### src/rtl/alu_cu.sv
// 32-bit ALU with its ALU-control decoder. Operands are decoded and evaluated
// combinationally, and result plus flags are registered one clock after sampling.
module alu_cu #(
    parameter int WIDTH = 32
) (
    input  logic             clk,
    input  logic             reset,
    input  logic [WIDTH-1:0] a,
    input  logic [WIDTH-1:0] b,
    input  logic [3:0]       funct,
    input  logic [1:0]       aluop,
    output logic [WIDTH-1:0] result,
    output logic             cout,
    output logic             zero,
    output logic             overflow
);

    localparam int SHW = $clog2(WIDTH);

    typedef enum logic [3:0] {
        OP_ADD, OP_SUB, OP_AND, OP_OR, OP_XOR, OP_NOR,
        OP_SLL, OP_SRL, OP_SRA, OP_SLT, OP_SLTU, OP_NONE
    } op_e;

    op_e              op;
    logic [WIDTH:0]   add_sum;
    logic [WIDTH:0]   sub_sum;
    logic [SHW-1:0]   shamt;
    logic             slt_s;
    logic             slt_u;
    logic [WIDTH-1:0] res_d;
    logic             cout_d;
    logic             ovf_d;
    logic             zero_d;

    // Control decode: aluop selects a fixed class, or defers to funct.
    always_comb begin
        op = OP_NONE;
        case (aluop)
            2'b00: op = OP_ADD;
            2'b01: op = OP_SUB;
            2'b11: op = OP_OR;
            default: begin
                case (funct)
                    4'b0000: op = OP_ADD;
                    4'b0010: op = OP_SUB;
                    4'b0100: op = OP_AND;
                    4'b0101: op = OP_OR;
                    4'b0110: op = OP_XOR;
                    4'b0111: op = OP_NOR;
                    4'b1000: op = OP_SLL;
                    4'b1001: op = OP_SRL;
                    4'b1100: op = OP_SRA;
                    4'b1010: op = OP_SLT;
                    4'b1011: op = OP_SLTU;
                    default: op = OP_NONE;
                endcase
            end
        endcase
    end

    // Subtract as a + ~b + 1 so carry-out reads as "no borrow".
    assign add_sum = {1'b0, a} + {1'b0, b};
    assign sub_sum = {1'b0, a} + {1'b0, ~b} + {{WIDTH{1'b0}}, 1'b1};
    assign shamt   = b[SHW-1:0];
    assign slt_s   = $signed(a) < $signed(b);
    assign slt_u   = a < b;

    always_comb begin
        res_d  = '0;
        cout_d = 1'b0;
        ovf_d  = 1'b0;
        case (op)
            OP_ADD: begin
                res_d  = add_sum[WIDTH-1:0];
                cout_d = add_sum[WIDTH];
                ovf_d  = (a[WIDTH-1] == b[WIDTH-1]) && (add_sum[WIDTH-1] != a[WIDTH-1]);
            end
            OP_SUB: begin
                res_d  = sub_sum[WIDTH-1:0];
                cout_d = sub_sum[WIDTH];
                ovf_d  = (a[WIDTH-1] != b[WIDTH-1]) && (sub_sum[WIDTH-1] != a[WIDTH-1]);
            end
            OP_AND:  res_d = a & b;
            OP_OR:   res_d = a | b;
            OP_XOR:  res_d = a ^ b;
            OP_NOR:  res_d = ~(a | b);
            OP_SLL:  res_d = a << shamt;
            OP_SRL:  res_d = a >> shamt;
            OP_SRA:  res_d = $signed(a) >>> shamt;
            OP_SLT:  res_d = {{(WIDTH-1){1'b0}}, slt_s};
            OP_SLTU: res_d = {{(WIDTH-1){1'b0}}, slt_u};
            default: res_d = '0;
        endcase
    end

    assign zero_d = (res_d == '0);

    always_ff @(posedge clk) begin
        if (reset) begin
            result   <= '0;
            cout     <= 1'b0;
            zero     <= 1'b1;
            overflow <= 1'b0;
        end else begin
            result   <= res_d;
            cout     <= cout_d;
            zero     <= zero_d;
            overflow <= ovf_d;
        end
    end

endmodule

### config.mk
export PLATFORM = sky130hd
export DESIGN_NAME = alu_cu
export DESIGN_NICKNAME = d
export VERILOG_FILES = /design/src/rtl/alu_cu.sv
export SDC_FILE = /design/constraint.sdc
export NUM_CORES = 1
export LEC_CHECK = 0
export CORE_UTILIZATION = 55
export CTS_CLUSTER_SIZE = 25
export DETAILED_ROUTE_END_ITERATION = 10
export PLACE_DENSITY = 0.77
export SYNTH_ARGS = -nofsm -noshare
export SYNTH_HDL_FRONTEND = slang
export SYNTH_SLANG_ARGS = --single-unit
### constraint.sdc
create_clock -name clk -period 15.22 [get_ports clk]
set_clock_uncertainty 0.1 [all_clocks]
set_input_delay 4.566 -clock clk [delete_from_list [all_inputs] [get_ports clk]]
set_output_delay 4.566 -clock clk [all_outputs]
set_load 0.005 [all_outputs]
# ---- Yosys cells after proc, flatten, opt, wreduce, memory -nomap -nowiden
# Memory sizes are Yosys's and may differ from the RTL's.
# Index checks and enable logic that the tools add are counted.
dict set report word_totals {
  word_cells 43
  inputBits 72
  rom_bits 64
  memories 1
  out_inout_bits 35
  register_bits 35
}
dict set report classes {
  n_reduce_logical 5
  order_cmp 2
  shifts 3
  add_sub_neg 3
  n_eq_ne 16
  muxes 4
  bitwise_logic 5
}
# name depth word_bits rd rd_clocked_by_memory_dff write_ports line
set memory_table {}
lappend memory_table {{(no name shown)} 16 4 1 0 0 44} ;# case (funct)
# operator count
set ops {}
lappend ops {{$pmux W32 S11} 1}
lappend ops {{$add A32 B32 Y33} 2}
lappend ops {{$lt A32 B32 Y1} 2}
lappend ops {{$not A32 Y32} 2}
lappend ops {{$add A33 B1 Y33 const B} 1}
lappend ops {{$and A32 B32 Y32} 1}
lappend ops {{$logic_not A32 Y1} 1}
lappend ops {{$or A32 B32 Y32} 1}
lappend ops {{$shl A32 B5 Y32} 1}
lappend ops {{$shr A32 B5 Y32} 1}
lappend ops {{$sshr A32 B5 Y32} 1}
lappend ops {{$xor A32 B32 Y32} 1}
lappend ops {{$eq A4 B3 Y1 const B} 4}
lappend ops {{$eq A4 B4 Y1 const B} 3}
lappend ops {{$pmux W4 S3} 1}
lappend ops {{$eq A4 B2 Y1 const B} 2}
lappend ops {{$eq A4 B1 Y1 const B} 1}
lappend ops {{$logic_not A4 Y1} 1}
lappend ops {{$pmux W1 S2} 2}
lappend ops {{$ne A1 B1 Y1} 3}
lappend ops {{$eq A2 B1 Y1 const B} 1}
lappend ops {{$eq A2 B2 Y1 const B} 1}
lappend ops {{$logic_and A1 B1 Y1} 2}
lappend ops {{$logic_not A2 Y1} 1}
lappend ops {{$eq A1 B1 Y1} 1}

# ---- Depth between registers and ports, before layout
dict set report depth {
  word_depth 6
  depth_mapped 18
}

# ---- Worst setup path after synthesis
# OpenSTA, ideal clock, no wires.
dict set report synth_timing {
  path_kind {input to register}
  start {in b[1]}
  end {reg zero}
  setup_ps 96
  arrival_ps 8561
  path_buffers 4
  stages 17
  slack_ps 6464
  cell_sequence {inv_2 > buf_2 > buf_2 > buf_2 > buf_1 > ha_1 > o21ba_2 > nor4_1 > or2_1 > a31oi_2 > o31ai_2 > a211oi_1 > a2111oi_2 > a21oi_1 > nor4bb_1 > nand4_1 > o41ai_2}
}
dict set report synth_via {
  elab_chain_len 5
  word_cells_on_any_way 15
  classes_between {3 x add/sub; 2 x order compare; 3 x shift; 1 x mux; 5 x bitwise; 1 x reduce/logical}
}
# element line
set synth_lines {}
lappend synth_lines {{start, declared} 9} ;# input logic [WIDTH-1:0] b,
lappend synth_lines {{$not A32 Y32} 64} ;# assign sub_sum = {1'b0, a} + {1'b0, ~b} + {{WIDTH{1'b0}}, 1'b1};
lappend synth_lines {{$add A32 B32 Y33} 64}
lappend synth_lines {{$add A33 B1 Y33} 64}
lappend synth_lines {{$pmux W32 S11 (*)} 73} ;# case (op)
lappend synth_lines {{$logic_not A32 Y1 (*)} 97} ;# assign zero_d = (res_d == '0);
lappend synth_lines {{end signal, assigned} 108} ;# zero <= zero_d;
lappend synth_lines {{end, declared} 14} ;# output logic zero,
# Every way passes the cells marked *; elsewhere a longest branch is shown, timed or not.
# A chain may end at the register's enable or synchronous reset.

# ---- Worst setup path after layout
dict set report layout_timing {
  start {in b[4]}
  end {reg zero}
}
# Same word-level chain as after synthesis.

==> run_results.csv <==
group,metric,value,unit
timing,setup_ws,5320,ps
synthesis,netlist_instances,1580,
clocking,cts_tree,"built",
placed_design,place_inst,1849,
detailed_routing,dr.pass1.iters,7,
synthesis,synth_edf_count,0,
placed_design,gp_congestion,1.08,
global_route,antenna_found_initial,1,
power,ir_drop,0.0543,mV
detailed_routing,post-route-drc-count,0,
power,power_density,55.7,nW/um^2
global_route,grt_max_degree,76,
placed_design,placed_cell_area,12400,sq um
floorplanning,chipHeight,147,microns
detailed_routing,ant_nets,0,
worst_setup_path,cpLargestDelayFamily,"compound AO/OA/AOI/OAI gates",
placed_design,io_buffers,106,
timing,slew_viol_final,0,
worst_setup_path,cp_slowest_stage_delay,760,ps
synthesis,synth_top_cell_area_share,0.111,
worst_setup_path,critPathBufInv,3,
layout,drive_gt1_frac,0.0927,
outcome,status,"complete, no violations",
clocking,ctsHtreeMaxLevel,2,
worst_setup_path,crit_slowest_cell,"clkinv_1",
synthesis,yosysSeqAreaShare,0.0608,
timing,tns,0,ps
detailed_routing,vias_per_cell,7.45,
synthesis,yosys.area.top_type,"ha_1",
worst_setup_path,required,15310,ps
clocking,cts_setup_buffers,0,
synthesis,netlist-cell-type-count,97,
floorplanning,die-area,21500,sq um
placed_design,place_hpwl,39.5,mm
layout,final_net_count,1762,
layout,fill_cells,1895,
worst_setup_path,startpoint_type,"input port",
timing,slew_headroom,0.192,
floorplanning,ios,107,
global_route,grt_pass1_wl,78.1,mm
timing,setup_violations,0,
layout,final_cell_area,12600,sq um
synthesis,yosys_warnings,0,
floorplanning,core.rowCount,52,
power,p_leak,5.06,nW
timing,period_share,0.650,
clocking,path_clk_slew,50,ps
clocking,cts-root-buf,"clkbuf_16",
worst_setup_path,end_kind,"flop",
timing,finalHoldViolations,0,
layout,stdcell_count,1856,
timing,rsz0062_at_grt,"false",
timing,tightest_slew,1210,ps
worst_hold_path,min_path_type,"input port to flop",
placed_design,pre_cts_ws,5360,ps
layout,final_util,0.618,
layout,n_antenna_cell,0,
timing,whs,5190,ps
clocking,ctsResizeCount,0,
global_route,grt_pass1_vias,12700,
run,cap_violations,0,
detailed_routing,routed_wl,51.7,mm
worst_setup_path,worst-path-max-fanout,61,
global_route,grtUsageTotal,0.474,
worst_setup_path,cpMostUsedCell,"nand4_1",
worst_setup_path,crit_arrival,9980,ps
layout,area_growth_syn_to_layout,9.13,%
detailed_routing,first_iter_violations,2327,
clocking,cts_buffer_depth,2,
floorplanning,core,20400,sq um
clocking,cts_sinks,35,
synthesis,synth_fp_nets,1756,
worst_setup_path,path_cells,"buf_2, buf_4, clkinv_1, ha_1, a2111o_1, a31oi_1, o2111ai_1, a21oi_1, nor2_1, a311oi_1, nand4_1, nor4_1, nand4_1, o41ai_2",
synthesis,synth_area,11500,sq um
floorplanning,fp.dieW,147,microns
synthesis,avgSynthCellArea,7.30,sq um
synthesis,synth_area_leaders,"ha_1 11%, mux4_2 8.2%, mux2i_1 6.5%",
power,finalPower,0.701,mW
synthesis,synth_ff_type,"dfxtp_1",
synthesis,ys_async_sr_fraction,0,
global_route,grt.overflow.total,0,
floorplanning,initial_core_util,0.566,
timing,max_freq,101,MHz
clocking,cts_buffers,5,
timing,min_period,9900,ps
clocking,ctsHoldBuffers,0,
worst_setup_path,crit_type,"input port to flop",
detailed_routing,avgRoutedWirePerCell,27.9,microns
synthesis,ys_ff_latch,35,
detailed_routing,num_vias,13800,
==> registers in the layout, indices dropped and copies added, names as in the netlist <==
register and cells:
cout 1, overflow 1, result 32, zero 1
==> cell type report <==
cell class	count	area [sq um]	area share
inverter	103	387	0.0307
timing repair buffer	125	1180	0.0939
sequential	35	701	0.0557
tap	270	338	0.0269
multi-input combinational	1316	9830	0.781
clock inverter	1	5.00	0.000398
clock buffer	6	139	0.0110
==> cells in the mapped netlist (8+ instances only) <==
master	n
mux4_2	42
nand2_1	119
o21bai_1	9
a211oi_1	33
nor2b_1	14
and3_1	8
inv_1	96
nand3_1	34
buf_1	16
ha_1	102
o21ai_0	68
a31oi_1	16
mux2_2	39
clkbuf_1	60
nand4_1	16
dfxtp_1	35
o221ai_1	19
nand2b_1	18
a221o_1	8
a21o_1	20
buf_6	12
xnor2_1	22
nor4_1	17
a22oi_1	12
o2111ai_1	9
or3_1	8
nor2_1	165
and2_1	18
o22ai_1	49
a32oi_1	9
nor3_1	31
a221oi_1	16
buf_2	32
a21oi_1	134
o31ai_1	24
mux2i_1	75
o211ai_1	22
==> metal layers <==
layer | part of all wire | up-vias | GRT usage
li1 | - | 6000 | -
met5 | 0 | - | 0
met1 | 0.38 | 6386 | 0.624
met3 | 0.14 | 272 | 0.122
met4 | 0.072 | 0 | 0.268
met2 | 0.42 | 1176 | 0.699
==> kinds of logic after synthesis <==
family | synth area share
AOI/OAI and AO/OA | 0.325
and+or+nand+nor | 0.200
buffers and inverters | 0.0876
muxes | 0.192
adders and majority gates | 0.114
DFF | 0.0608
xor gates and xnor gates | 0.0198
==> worst paths after layout <==
| path | start | to | slack [ps] | depth (start not counted) |
|---|---|---|---|---|
| hold / removal | b[4] | result[4] | 5190 | 4 |
| setup / recovery | b[4] | zero | 5320 | 14 |
==> power by group <==
| part | leakage [nW] | switching [mW] | internal, mW |
|---|---|---|---|
| logic | 4.69 | 0.306 | 0.187 |
| clock network | 0.0727 | 0.0387 | 0.0638 |
| registers | 0.291 | 0.00282 | 0.102 |
| total | 5.06 | 0.347 | 0.353 |
==> cells in the final DEF, fill, tap and decap left out, types with 23 or more instances in the layout <==
| master | netlist | final |
|---|---|---|
| nor2_1 | 165 | 165 |
| a21oi_1 | 134 | 133 |
| nand2_1 | 119 | 119 |
| ha_1 | 102 | 102 |
| clkdlybuf4s50_1 | 0 | 101 |
| inv_1 | 96 | 96 |
| mux2i_1 | 75 | 75 |
| o21ai_0 | 68 | 68 |
| o22ai_1 | 49 | 49 |
| mux4_2 | 42 | 42 |
| mux2_2 | 39 | 39 |
| dfxtp_1 | 35 | 35 |
| nand3_1 | 34 | 34 |
| a211oi_1 | 33 | 33 |
| nor3_1 | 31 | 31 |
| o31ai_1 | 24 | 23 |
==> tightest hold or removal path, delay by kind of cell <==
| kind | cells | cell delay (ps) |
|---|---|---|
| and+or+nand+nor | 1 | 90 |
| AOI/OAI and AO/OA | 1 | 290 |
| buffers and inverters | 2 | 570 |
Note: power is estimated with default switching activity, not from simulation.
